==> src/rtl/gradient_update.sv <==
// rtl/gradient_update.sv - per-element weight update w -= lr * dcost * dto_all * dstart
//
// Purpose: captures one bundle of partial derivatives and weights, then walks the
// elements one by one through a single shared fixed-point multiplier (three
// multiplies) and a saturating subtract, and presents the updated weight vector.
//
// Ports:
//   clk, rst_n      clock (rising edge), asynchronous active-low reset
//   in_valid/ready  input bundle handshake (ready only in IDLE)
//   weight          current weights, element i at [i*data_size +: data_size]
//   diff_cost       d(cost)/d(prediction), same packing
//   diff_to_all     d(prediction)/d(z), same packing
//   diff_start      d(z)/d(weight), same packing
//   learning_rate   scalar, same fixed-point format
//   out_valid/ready result handshake
//   weight_out      updated weights, same packing as weight
module gradient_update #(
    parameter int size      = 3,
    parameter int data_size = 16,
    parameter int frac_bits = 8
) (
    input  logic                      clk,
    input  logic                      rst_n,
    input  logic                      in_valid,
    output logic                      in_ready,
    input  logic [size*data_size-1:0] weight,
    input  logic [size*data_size-1:0] diff_cost,
    input  logic [size*data_size-1:0] diff_to_all,
    input  logic [size*data_size-1:0] diff_start,
    input  logic [data_size-1:0]      learning_rate,
    output logic                      out_valid,
    input  logic                      out_ready,
    output logic [size*data_size-1:0] weight_out
);

    localparam int VW = size * data_size;
    localparam int PW = 2 * data_size;
    localparam int IW = (size > 1) ? $clog2(size) : 1;

    localparam logic [2:0] S_IDLE  = 3'd0;
    localparam logic [2:0] S_MUL_A = 3'd1;
    localparam logic [2:0] S_MUL_B = 3'd2;
    localparam logic [2:0] S_MUL_C = 3'd3;
    localparam logic [2:0] S_SUB   = 3'd4;
    localparam logic [2:0] S_DONE  = 3'd5;

    localparam logic [IW-1:0] IDX_LAST = IW'(size - 1);
    localparam logic [IW-1:0] IDX_ONE  = IW'(1);

    localparam logic [data_size-1:0] SAT_MAX = {1'b0, {(data_size-1){1'b1}}};
    localparam logic [data_size-1:0] SAT_MIN = {1'b1, {(data_size-1){1'b0}}};

    logic [2:0]           r_state;
    logic [IW-1:0]        r_idx;
    logic [data_size-1:0] r_p;
    logic [VW-1:0]        r_w;
    logic [VW-1:0]        r_dc;
    logic [VW-1:0]        r_dta;
    logic [VW-1:0]        r_ds;
    logic [data_size-1:0] r_lr;
    logic                 r_out_valid;
    logic [VW-1:0]        r_weight_out;

    logic [data_size-1:0]        w_dc_e;
    logic [data_size-1:0]        w_dta_e;
    logic [data_size-1:0]        w_ds_e;
    logic [data_size-1:0]        w_w_e;
    logic signed [data_size-1:0] w_op_a;
    logic signed [data_size-1:0] w_op_b;
    logic signed [PW-1:0]        w_prod;
    logic signed [PW-1:0]        w_shift;
    logic [data_size-1:0]        w_mul_sat;
    logic signed [data_size:0]   w_diff;
    logic [data_size-1:0]        w_sub_sat;
    logic [VW-1:0]               w_w_next;

    // Select the current element of every captured vector.
    always_comb begin
        w_dc_e  = '0;
        w_dta_e = '0;
        w_ds_e  = '0;
        w_w_e   = '0;
        for (int i = 0; i < size; i++) begin
            if (r_idx == i[IW-1:0]) begin
                w_dc_e  = r_dc[i*data_size +: data_size];
                w_dta_e = r_dta[i*data_size +: data_size];
                w_ds_e  = r_ds[i*data_size +: data_size];
                w_w_e   = r_w[i*data_size +: data_size];
            end
        end
    end

    // Operand steering for the single shared multiplier.
    always_comb begin
        w_op_a = '0;
        w_op_b = '0;
        case (r_state)
            S_MUL_A: begin w_op_a = w_dc_e; w_op_b = w_dta_e; end
            S_MUL_B: begin w_op_a = r_p;    w_op_b = w_ds_e;  end
            S_MUL_C: begin w_op_a = r_p;    w_op_b = r_lr;    end
            default: begin w_op_a = '0;     w_op_b = '0;      end
        endcase
    end

    assign w_prod  = w_op_a * w_op_b;
    // Arithmetic shift floors toward -inf, which is the intended rounding.
    assign w_shift = w_prod >>> frac_bits;

    // The shifted product fits in data_size bits only if all bits above the
    // result sign bit are copies of it.
    always_comb begin
        if (&w_shift[PW-1:data_size-1] || ~|w_shift[PW-1:data_size-1])
            w_mul_sat = w_shift[data_size-1:0];
        else if (w_shift[PW-1])
            w_mul_sat = SAT_MIN;
        else
            w_mul_sat = SAT_MAX;
    end

    assign w_diff = $signed({w_w_e[data_size-1], w_w_e}) - $signed({r_p[data_size-1], r_p});

    always_comb begin
        if (w_diff[data_size] == w_diff[data_size-1])
            w_sub_sat = w_diff[data_size-1:0];
        else if (w_diff[data_size])
            w_sub_sat = SAT_MIN;
        else
            w_sub_sat = SAT_MAX;
    end

    // Working vector with the current element replaced; registered into
    // weight_out on the SUB->DONE transition so the last element is included.
    always_comb begin
        w_w_next = r_w;
        for (int i = 0; i < size; i++) begin
            if (r_idx == i[IW-1:0])
                w_w_next[i*data_size +: data_size] = w_sub_sat;
        end
    end

    always_ff @(posedge clk or negedge rst_n) begin
        if (!rst_n) begin
            r_state      <= S_IDLE;
            r_idx        <= '0;
            r_p          <= '0;
            r_w          <= '0;
            r_dc         <= '0;
            r_dta        <= '0;
            r_ds         <= '0;
            r_lr         <= '0;
            r_out_valid  <= 1'b0;
            r_weight_out <= '0;
        end else begin
            case (r_state)
                S_IDLE: begin
                    if (in_valid) begin
                        r_w     <= weight;
                        r_dc    <= diff_cost;
                        r_dta   <= diff_to_all;
                        r_ds    <= diff_start;
                        r_lr    <= learning_rate;
                        r_idx   <= '0;
                        r_state <= S_MUL_A;
                    end
                end
                S_MUL_A: begin
                    r_p     <= w_mul_sat;
                    r_state <= S_MUL_B;
                end
                S_MUL_B: begin
                    r_p     <= w_mul_sat;
                    r_state <= S_MUL_C;
                end
                S_MUL_C: begin
                    r_p     <= w_mul_sat;
                    r_state <= S_SUB;
                end
                S_SUB: begin
                    r_w <= w_w_next;
                    if (r_idx == IDX_LAST) begin
                        r_weight_out <= w_w_next;
                        r_out_valid  <= 1'b1;
                        r_state      <= S_DONE;
                    end else begin
                        r_idx   <= r_idx + IDX_ONE;
                        r_state <= S_MUL_A;
                    end
                end
                S_DONE: begin
                    if (out_ready) begin
                        r_out_valid <= 1'b0;
                        r_state     <= S_IDLE;
                    end
                end
                default: begin
                    r_state <= S_IDLE;
                end
            endcase
        end
    end

    assign in_ready   = (r_state == S_IDLE);
    assign out_valid  = r_out_valid;
    assign weight_out = r_weight_out;

endmodule
==> config.mk <==
export PLATFORM = sky130hd
export DESIGN_NAME = gradient_update
export DESIGN_NICKNAME = d
export VERILOG_FILES = /design/src/rtl/gradient_update.sv
export SDC_FILE = /design/constraint.sdc
export NUM_CORES = 1
export LEC_CHECK = 0
export ABC_AREA = 1
export CORE_MARGIN = 3
export CORE_UTILIZATION = 40
export DETAILED_ROUTE_END_ITERATION = 8
export GPL_TIMING_DRIVEN = 0
export PLACE_DENSITY_LB_ADDON = 0.08
export SLEW_MARGIN = 5
export SYNTH_ARGS = -nofsm -noshare
export SYNTH_HDL_FRONTEND = slang
export SYNTH_SLANG_ARGS = --single-unit
==> constraint.sdc <==
create_clock -name clk -period 25.1 [get_ports clk]
set_clock_uncertainty 0.15 [all_clocks]
set_input_delay 5.02 -clock clk [delete_from_list [all_inputs] [get_ports clk]]
set_output_delay 5.02 -clock clk [all_outputs]
set_load 0.01 [all_outputs]
# After elaboration in Yosys (flattened, before gate mapping)
# Cells that the tools add are included.
# classes
addsub,2
n_mul,1
n_eq_ne,12
mux,33
n_reduce_logical,16
# ops
cell,count
2-to-1 mux 16 bit,19
one-hot mux 48 bit (2 select lines),1
2-to-1 mux 48 bit,1
one-hot mux 16 bit (3 select lines),1
multiplier 16 x 16 -> 32 bit,1
one-hot mux 16 bit (2 select lines),1
one-hot mux 3 bit (6 select lines),1
subtractor 16 x 16 -> 17 bit,1
2-to-1 mux 3 bit,3
AND reduction 9 bit,1
OR reduction 9 bit,1
"!= test 2 bit, second input constant",4
AND reduction 2 bit,4
"equality test 3 x 2 -> 1 bit, second input constant",2
"equality test 3 bit, second input constant",2
AND reduction 3 bit,2
2-to-1 mux 2 bit,2
one-hot mux 2 bit (2 select lines),1
nonzero test 2 bit,2
"equality test 3 x 1 -> 1 bit, second input constant",1
logical NOT 3 bit,1
OR reduction 3 bit,1
"adder 2 x 1 -> 2 bit, second input constant",1
"equality test 2 x 1 -> 1 bit, second input constant",1
8 further kinds,9
# totals
ff_bits,278
output_inout_bits,50
word_cells,74

# Longest topological paths before layout
# Gate-level depths: netlist of the first run.
# logic_depth
ltp_word,10
mapped_depth,41
mapped_depth_nobuf,38

# Least setup slack after synthesis of the first run
# Ideal clock, no wire load.
# synth_timing
kind,reg2reg
startpoint,register r_idx[0]
endpoint,register r_p[10]
setup_ns,0.121
t_arrival_ns,7.602
required_time_ns,24.829
path_slack_ns,17.227
path_stages_with_launch,32
path_buffers,4
period_less_slack_ns,7.873
cell_sequence,dfrtp_1 > inv_1 > ha_1 > inv_2 > clkbuf_1 > clkbuf_1 > nor2_1 > o32ai_1 > clkbuf_1 > nand2_1 > fa_1 > fa_1 > inv_1 > fa_1 > fa_1 > fa_1 > inv_1 > fa_1 > inv_1 > ha_1 > a21oi_1 > a21boi_0 > nor2_1 > a2111oi_0 > nand2_1 > nand2_1 > nand2_1 > nor2_1 > nand3_1 > a21oi_4 > buf_6 > a21oi_2
# synth_between
elab_chain_len,10
word_cells_on_any_way,21
# synth_rtl
element,line,text
start: declaration,54,logic [IW-1:0] r_idx;
start signal: assignment,185,r_idx <= r_idx + IDX_ONE;
logical NOT 2 bit,84,if (r_idx == i[IW-1:0]) begin
2-to-1 mux 16 bit (3 in a row),84,
one-hot mux 16 bit (3 select lines) or one-hot mux 16 bit (2 select lines) (tied branches),97,case (r_state)
multiplier 16 x 16 -> 32 bit (*),105,assign w_prod = w_op_a * w_op_b;
OR reduction 9 bit,112,if (&w_shift[PW-1:data_size-1] || ~|w_shift[PW-1:data_size-1])
logical NOT 1 bit,112,
logical OR 1 bit,112,
2-to-1 mux 16 bit (*),112,
end signal: assignment,167,r_p <= w_mul_sat;
end signal: assignment,171,r_p <= w_mul_sat;
end signal: assignment,175,r_p <= w_mul_sat;
end: declaration,55,logic [data_size-1:0] r_p;
# Mark *: on every way between the ends. The rest lies on a longest branch, timed or not.
# A chain may end at the register's enable or synchronous reset.

# Final worst setup path of the first run
# layout_timing
startpoint,register r_idx[0]
endpoint,register r_p[6]
# Same word-level chain as after synthesis.

==> flow_summary.yaml, run 1 <==
clock_tree:
  clock-sinks: 278
  cts_resized: 0
  holdBufCountCts: 0
  ctsHtreeMaxLevel: 1
  clk_latency_ps: 570
  root_buffer: "clkbuf_16"
  cts_tree: "yes"
  clk_path_buf_depth: 3
  cts_setup_buffers: 0
  clk_pin_slew_ps: 60
  cts_inserted_buffers: 31
synth:
  async_reset_ff_share_pct: 100
  synth_cells: 3090
  synth_enable_flop_cells: 0
  syn_area_um2: 24200
  synth_top_area_share_pct: 28.8
  netlist_top_cells_area: "dfrtp_1, fa_1, nand2_1, inv_1, ha_1"
  yosysTopAreaCell: "dfrtp_1"
  ys_warn_count: 0
  synth_commonest_cells: "nand2_1, inv_1, dfrtp_1"
  ys_seq_area_share_pct: 28.8
  ys_types: 52
  synth_flop_cell: "dfrtp_1"
  synth_seq_cells: 278
  synth_fp_nets: 3662
  yosysMostFrequentCell: "nand2_1"
  avgSynthCellArea_um2: 7.82
placed_design:
  place_hpwl_mm: 71.5
  port_buffers: 261
  gp_congestion: 0.998
routing:
  drtIter0Drc: 1675
  wl_met2_mm: 41.1
  wl_per_cell_um: 20.9
  wl_met3_mm: 4.91
  dr_total_vias: 21700
  dr.pass1.iters: 6
  routed_wl_mm: 87.6
  wl_met1_mm: 38.4
  antenna_left: 0
  highest_layer: "met4"
  vias_per_cell: 5.19
  drc: 0
min_path:
  worstHoldPathType: "reg2reg"
  min-delay-start: "weight_out[20]"
setup_path:
  cp-end-kind: "register"
  critical_path.max_stage_delay_ps: 880
  r2r-start: "r_idx[0]"
  worstSetupPathType: "reg2reg"
  crit_top_cell: "fa_1"
  crit_path_top_delay_cell: "o221ai_1"
  cp-startpoint: "r_idx[0]"
  startpoint_type: "register"
  cp_data_required_time_ps: 25410
  worstPathArrival_ps: 10520
  path_max_fanout: 10
floorplan:
  dieWidth_um: 252
  start_util_pct: 40.7
  die-area_um2: 63400
  coreArea_um2: 59400
  num_rows: 89
  die_h_um: 252
  ios: 262
timing:
  slew_violations: 0
  max-slew-margin-rel_pct: 16.4
  fin_tns_setup_ps: 0
  fmax_mhz: 98.0
  post-route-min-period_ps: 10210
  worst_pin_slew_ps: 1250
  final_hold_viol_count: 0
  rsz0062_at_grt: "no"
  fin_crit_sh_pct: 40.7
  finalSetupViolCount: 0
layout:
  nets: 3961
  drive_above_1_share_pct: 3.93
  nFillCells: 5921
  diodes: 0
  synthToLayoutAreaGrowth_pct: 19.9
run_status:
  status: "complete, no violations"
flow_run:
  maxCapViolCount: 0
grt:
  grt_pass1_wl_mm: 135
  antenna_found_initial: 0
  grt_usage_pct: 27.8
  grt_max_degree: 109
  overflow: 0
  first_global_vias: 22800
## cell usage in the layout, fill, tap and decap left out, drive strengths merged, types with 2 or more instances in the layout
cell type / instances
a31oi: 10
a21oi: 93
nand4: 4
a22oi: 33
nor3: 11
nor4: 3
bufinv: 5
o21ai: 125
nor2: 127
buf: 26
o211ai: 14
a221oi: 52
and3: 2
o2111ai: 2
nand2: 1116
dfrtp: 278
clkdlybuf4s50: 260
clkinv: 7
ha: 97
clkbuf: 159
o21a: 6
xor2: 24
a21boi: 5
o32ai: 14
inv: 571
fa: 263
o21bai: 5
o221ai: 14
or2: 2
xnor2: 16
nand3: 56
## state kept, by name (all words and copies together) (netlist names), 2 cells and up
signal	cells
r_lr	16
r_ds	48
r_dc	48
r_state	3
r_w	48
weight_out	48
r_dta	48
r_p	16
r_idx	2
## final timing paths
kind / depth (start not counted) / slack (ps) / endpoint
max in group asynchronous: 3 / 19080 / r_dta[37]
max reg2reg: 34 / 14890 / r_p[6]
max: 34 / 14890 / r_p[6]
min in group asynchronous: 1 / 4260 / weight_out[23]
min: 2 / 330 / weight_out[20]
min reg2reg: 2 / 330 / weight_out[20]
## critical path: cells and delay by family (launching register included)
| family | cells | cell delay, ps |
|---|---|---|
| buf+inv | 9 | 2430 |
| flops | 1 | 390 |
| fa+ha+maj | 8 | 3640 |
| compound gates | 8 | 2240 |
| simple gates | 9 | 1210 |
## per-layer routing
metal / up-vias / global-route usage [%]
li1: 10000 / -
met1: 10800 / 37.8
met4: 0 / 8.03
met3: 161 / 3.61
met5: - / 0
met2: 757 / 46.8
## cell families (layout without fill, tap and decap cells)
| kind of cell | Yosys count | after routing | synth area share, % |
|---|---|---|---|
| simple gates | 1323 | 1323 | 21.5 |
| buf+inv | 709 | 1029 | 11.1 |
| compound gates | 380 | 380 | 10.2 |
| fa+ha+maj | 360 | 360 | 26.8 |
| flops | 278 | 278 | 28.8 |
| xor+xnor | 40 | 40 | 1.53 |
## cell type report
type	instances	area (µm²)	share of cell area (%)
multi-input cells	2103	14600	50.4
clock buffers	43	851	2.94
flip-flops and latches	278	6960	24.0
inverters	573	2150	7.43
repair buffers	266	2700	9.33
well taps	773	967	3.34
clock inverters	11	186	0.644
plain buffers	136	543	1.87
## per-stage QoR
step / worst slack (ps) / cells / utilization, % / cell area [µm²] / hold WS, ps
2_1_floorplan: 17230 / 3090 / - / 24200 / 294
3_3_place_gp: 6650 / 4124 / 46.7 / 27700 / 306
3_5_place_dp: 14990 / 4129 / 47.0 / 27900 / 314
4_1_cts: 14940 / 4183 / 48.8 / 29000 / 330
5_1_grt: 14360 / 4183 / 48.8 / 29000 / 346
6_report: 14890 / 4183 / 48.8 / 29000 / 328
Power of run 1 is not shown: default switching activity piles up to over one toggle a cycle in this logic, so the estimate is an artifact.
==> run 2: changes to the inputs <==
==> constraint.sdc (replaced) <==
create_clock -name clk -period 9.32 [get_ports clk]
set_clock_uncertainty 0.15 [all_clocks]
set_input_delay 1.864 -clock clk [delete_from_list [all_inputs] [get_ports clk]]
set_output_delay 1.864 -clock clk [all_outputs]
set_load 0.01 [all_outputs]
==> run 2 against run 1 <==
Sequential share of layout area is 0.32 points lower. First-iteration DRC count rose by 2.9%. Core utilization grew 0.66 points. Sequential cell count unchanged. Global-route usage is essentially flat. Final area is 1.4% higher. Count of clock-buffer cells in the layout is the same. Setup slack got worse by 14000 ps. Fmax up 15%. Final cell count hardly changed. Register-to-register slack worse by 14000 ps.
==> flow_summary.yaml, run 2 (synthesized netlist as in run 1, its figures left out) <==
routing:
  dr_total_vias: 21700
  antenna_left: 0
  vias_per_cell: 5.19
  dr.pass1.iters: 6
  wl_per_cell_um: 20.9
  routed_wl_mm: 87.5
  drc: 0
  drtIter0Drc: 1723
setup_path:
  worstPathArrival_ps: 9190
  cp-startpoint: "r_idx[0]"
  r2r_end: "r_p[7]"
  crit_path_top_delay_cell: "a221oi_1"
  r2r-start: "r_idx[0]"
  cp_num_buf_inv: 10
  path_max_fanout: 10
  cp_num_cells: 34
  cp_data_required_time_ps: 9630
  r2r_setup_slack_ps: 440
  startpoint_type: "register"
  r2r_cells: 34
  critical_path.max_stage_delay_ps: 620
  worstSetupEndpoint: "r_p[7]"
  worstSetupPathType: "reg2reg"
  cp-end-kind: "register"
  cp_top_family: "adder cells"
timing:
  slew_violations: 0
  final_hold_viol_count: 0
  post-route-min-period_ps: 8880
  finalSetupViolCount: 0
  worst_pin_slew_ps: 1030
  rsz0062_at_grt: "no"
  max-slew-margin-rel_pct: 31.2
  fmax_mhz: 113
  fin_crit_sh_pct: 95.3
placed_design:
  port_buffers: 261
  dp_cells: 4129
  place_hpwl_mm: 71.5
  gp_congestion: 0.998
layout:
  nets: 3964
  final_cells: 4186
  regArea_um2: 6960
  mostFrequentLayoutCells: "nand2_1, inv_1, dfrtp_1, fa_1, clkdlybuf4s50_1"
  nFillCells: 5871
  drive_above_1_share_pct: 5.68
  final_common_cell: "nand2_1"
  diodes: 0
  synthToLayoutAreaGrowth_pct: 21.5
  multi_input_area_um2: 14900
floorplan:
  coreArea_um2: 59400
  dieWidth_um: 252
  start_util_pct: 40.7
  ios: 262
  die-area_um2: 63400
  num_rows: 89
  die_h_um: 252
clock_tree:
  clk_pin_slew_ps: 60
  clock-sinks: 278
  clk_latency_ps: 570
  clk_path_buf_depth: 3
  holdBufCountCts: 0
  cts_inserted_buffers: 31
  cts_tree: "yes"
  root_buffer: "clkbuf_16"
  ctsHtreeMaxLevel: 1
grt:
  grt_max_degree: 109
  grt_pass1_wl_mm: 135
  first_global_vias: 22900
  antenna_found_initial: 0
  grt_usage_pct: 27.8
  overflow: 0
flow_run:
  maxCapViolCount: 0
min_path:
  worstHoldPathType: "reg2reg"
run_status:
  status: "complete, no violations"
run 2: through the flow:
step                hold WS [ps]  util, %  setup slack, ps  cell area, µm²  setup TNS [ps]
global placement             306     46.7            -5970           27700        -1658390
finish                       328     49.5              442           29400               0
floorplan                    294        -             1450           24200               0
CTS                          330     49.0             8.56           29100               0
global route                 346     49.5             28.9           29400               0
detailed placement           314     47.0             -793           27900          -11100
run 2: area by class of cell:
type,instances,area share [%]
multi-input cells,2103,50.8
plain buffers,134,1.99
well taps,773,3.29
clock buffers,43,2.90
inverters,573,7.34
flip-flops and latches,278,23.7
clock inverters,11,0.635
repair buffers,271,9.38
run 2: worst min-delay path by stage:
stage	startpoint	end	slack (ps)	depth (start not counted)
after floorplan	r_ds[35]	r_ds[35]	290	2
after global placement	r_ds[37]	r_ds[37]	310	2
after detailed placement	r_ds[36]	r_ds[36]	310	2
after CTS	r_ds[36]	r_ds[36]	330	2
after global routing	r_dc[27]	r_dc[27]	350	2
final	weight_out[20]	weight_out[20]	330	2
run 2: metal layers:
layer,vias to the layer above,routed length (µm),track usage (%)
li1,10000,-,-
met1,10700,37700,37.8
met2,780,40900,46.7
met3,169,5490,3.63
met4,0,3370,8.47
met5,-,0,0
run 2: timing repair:
item,CTS,global route
setup buffers,0,5
gates resized for setup,29,68
setup endpoints to repair,16,15
pin swaps,0,3
run 2: worst min-delay path, stage by stage, from the launching register on:
cell and delay (ps):
dfrtp_1 340, nand2_1 50, nand2_1 50
Power of run 2 is left out for the same reason.
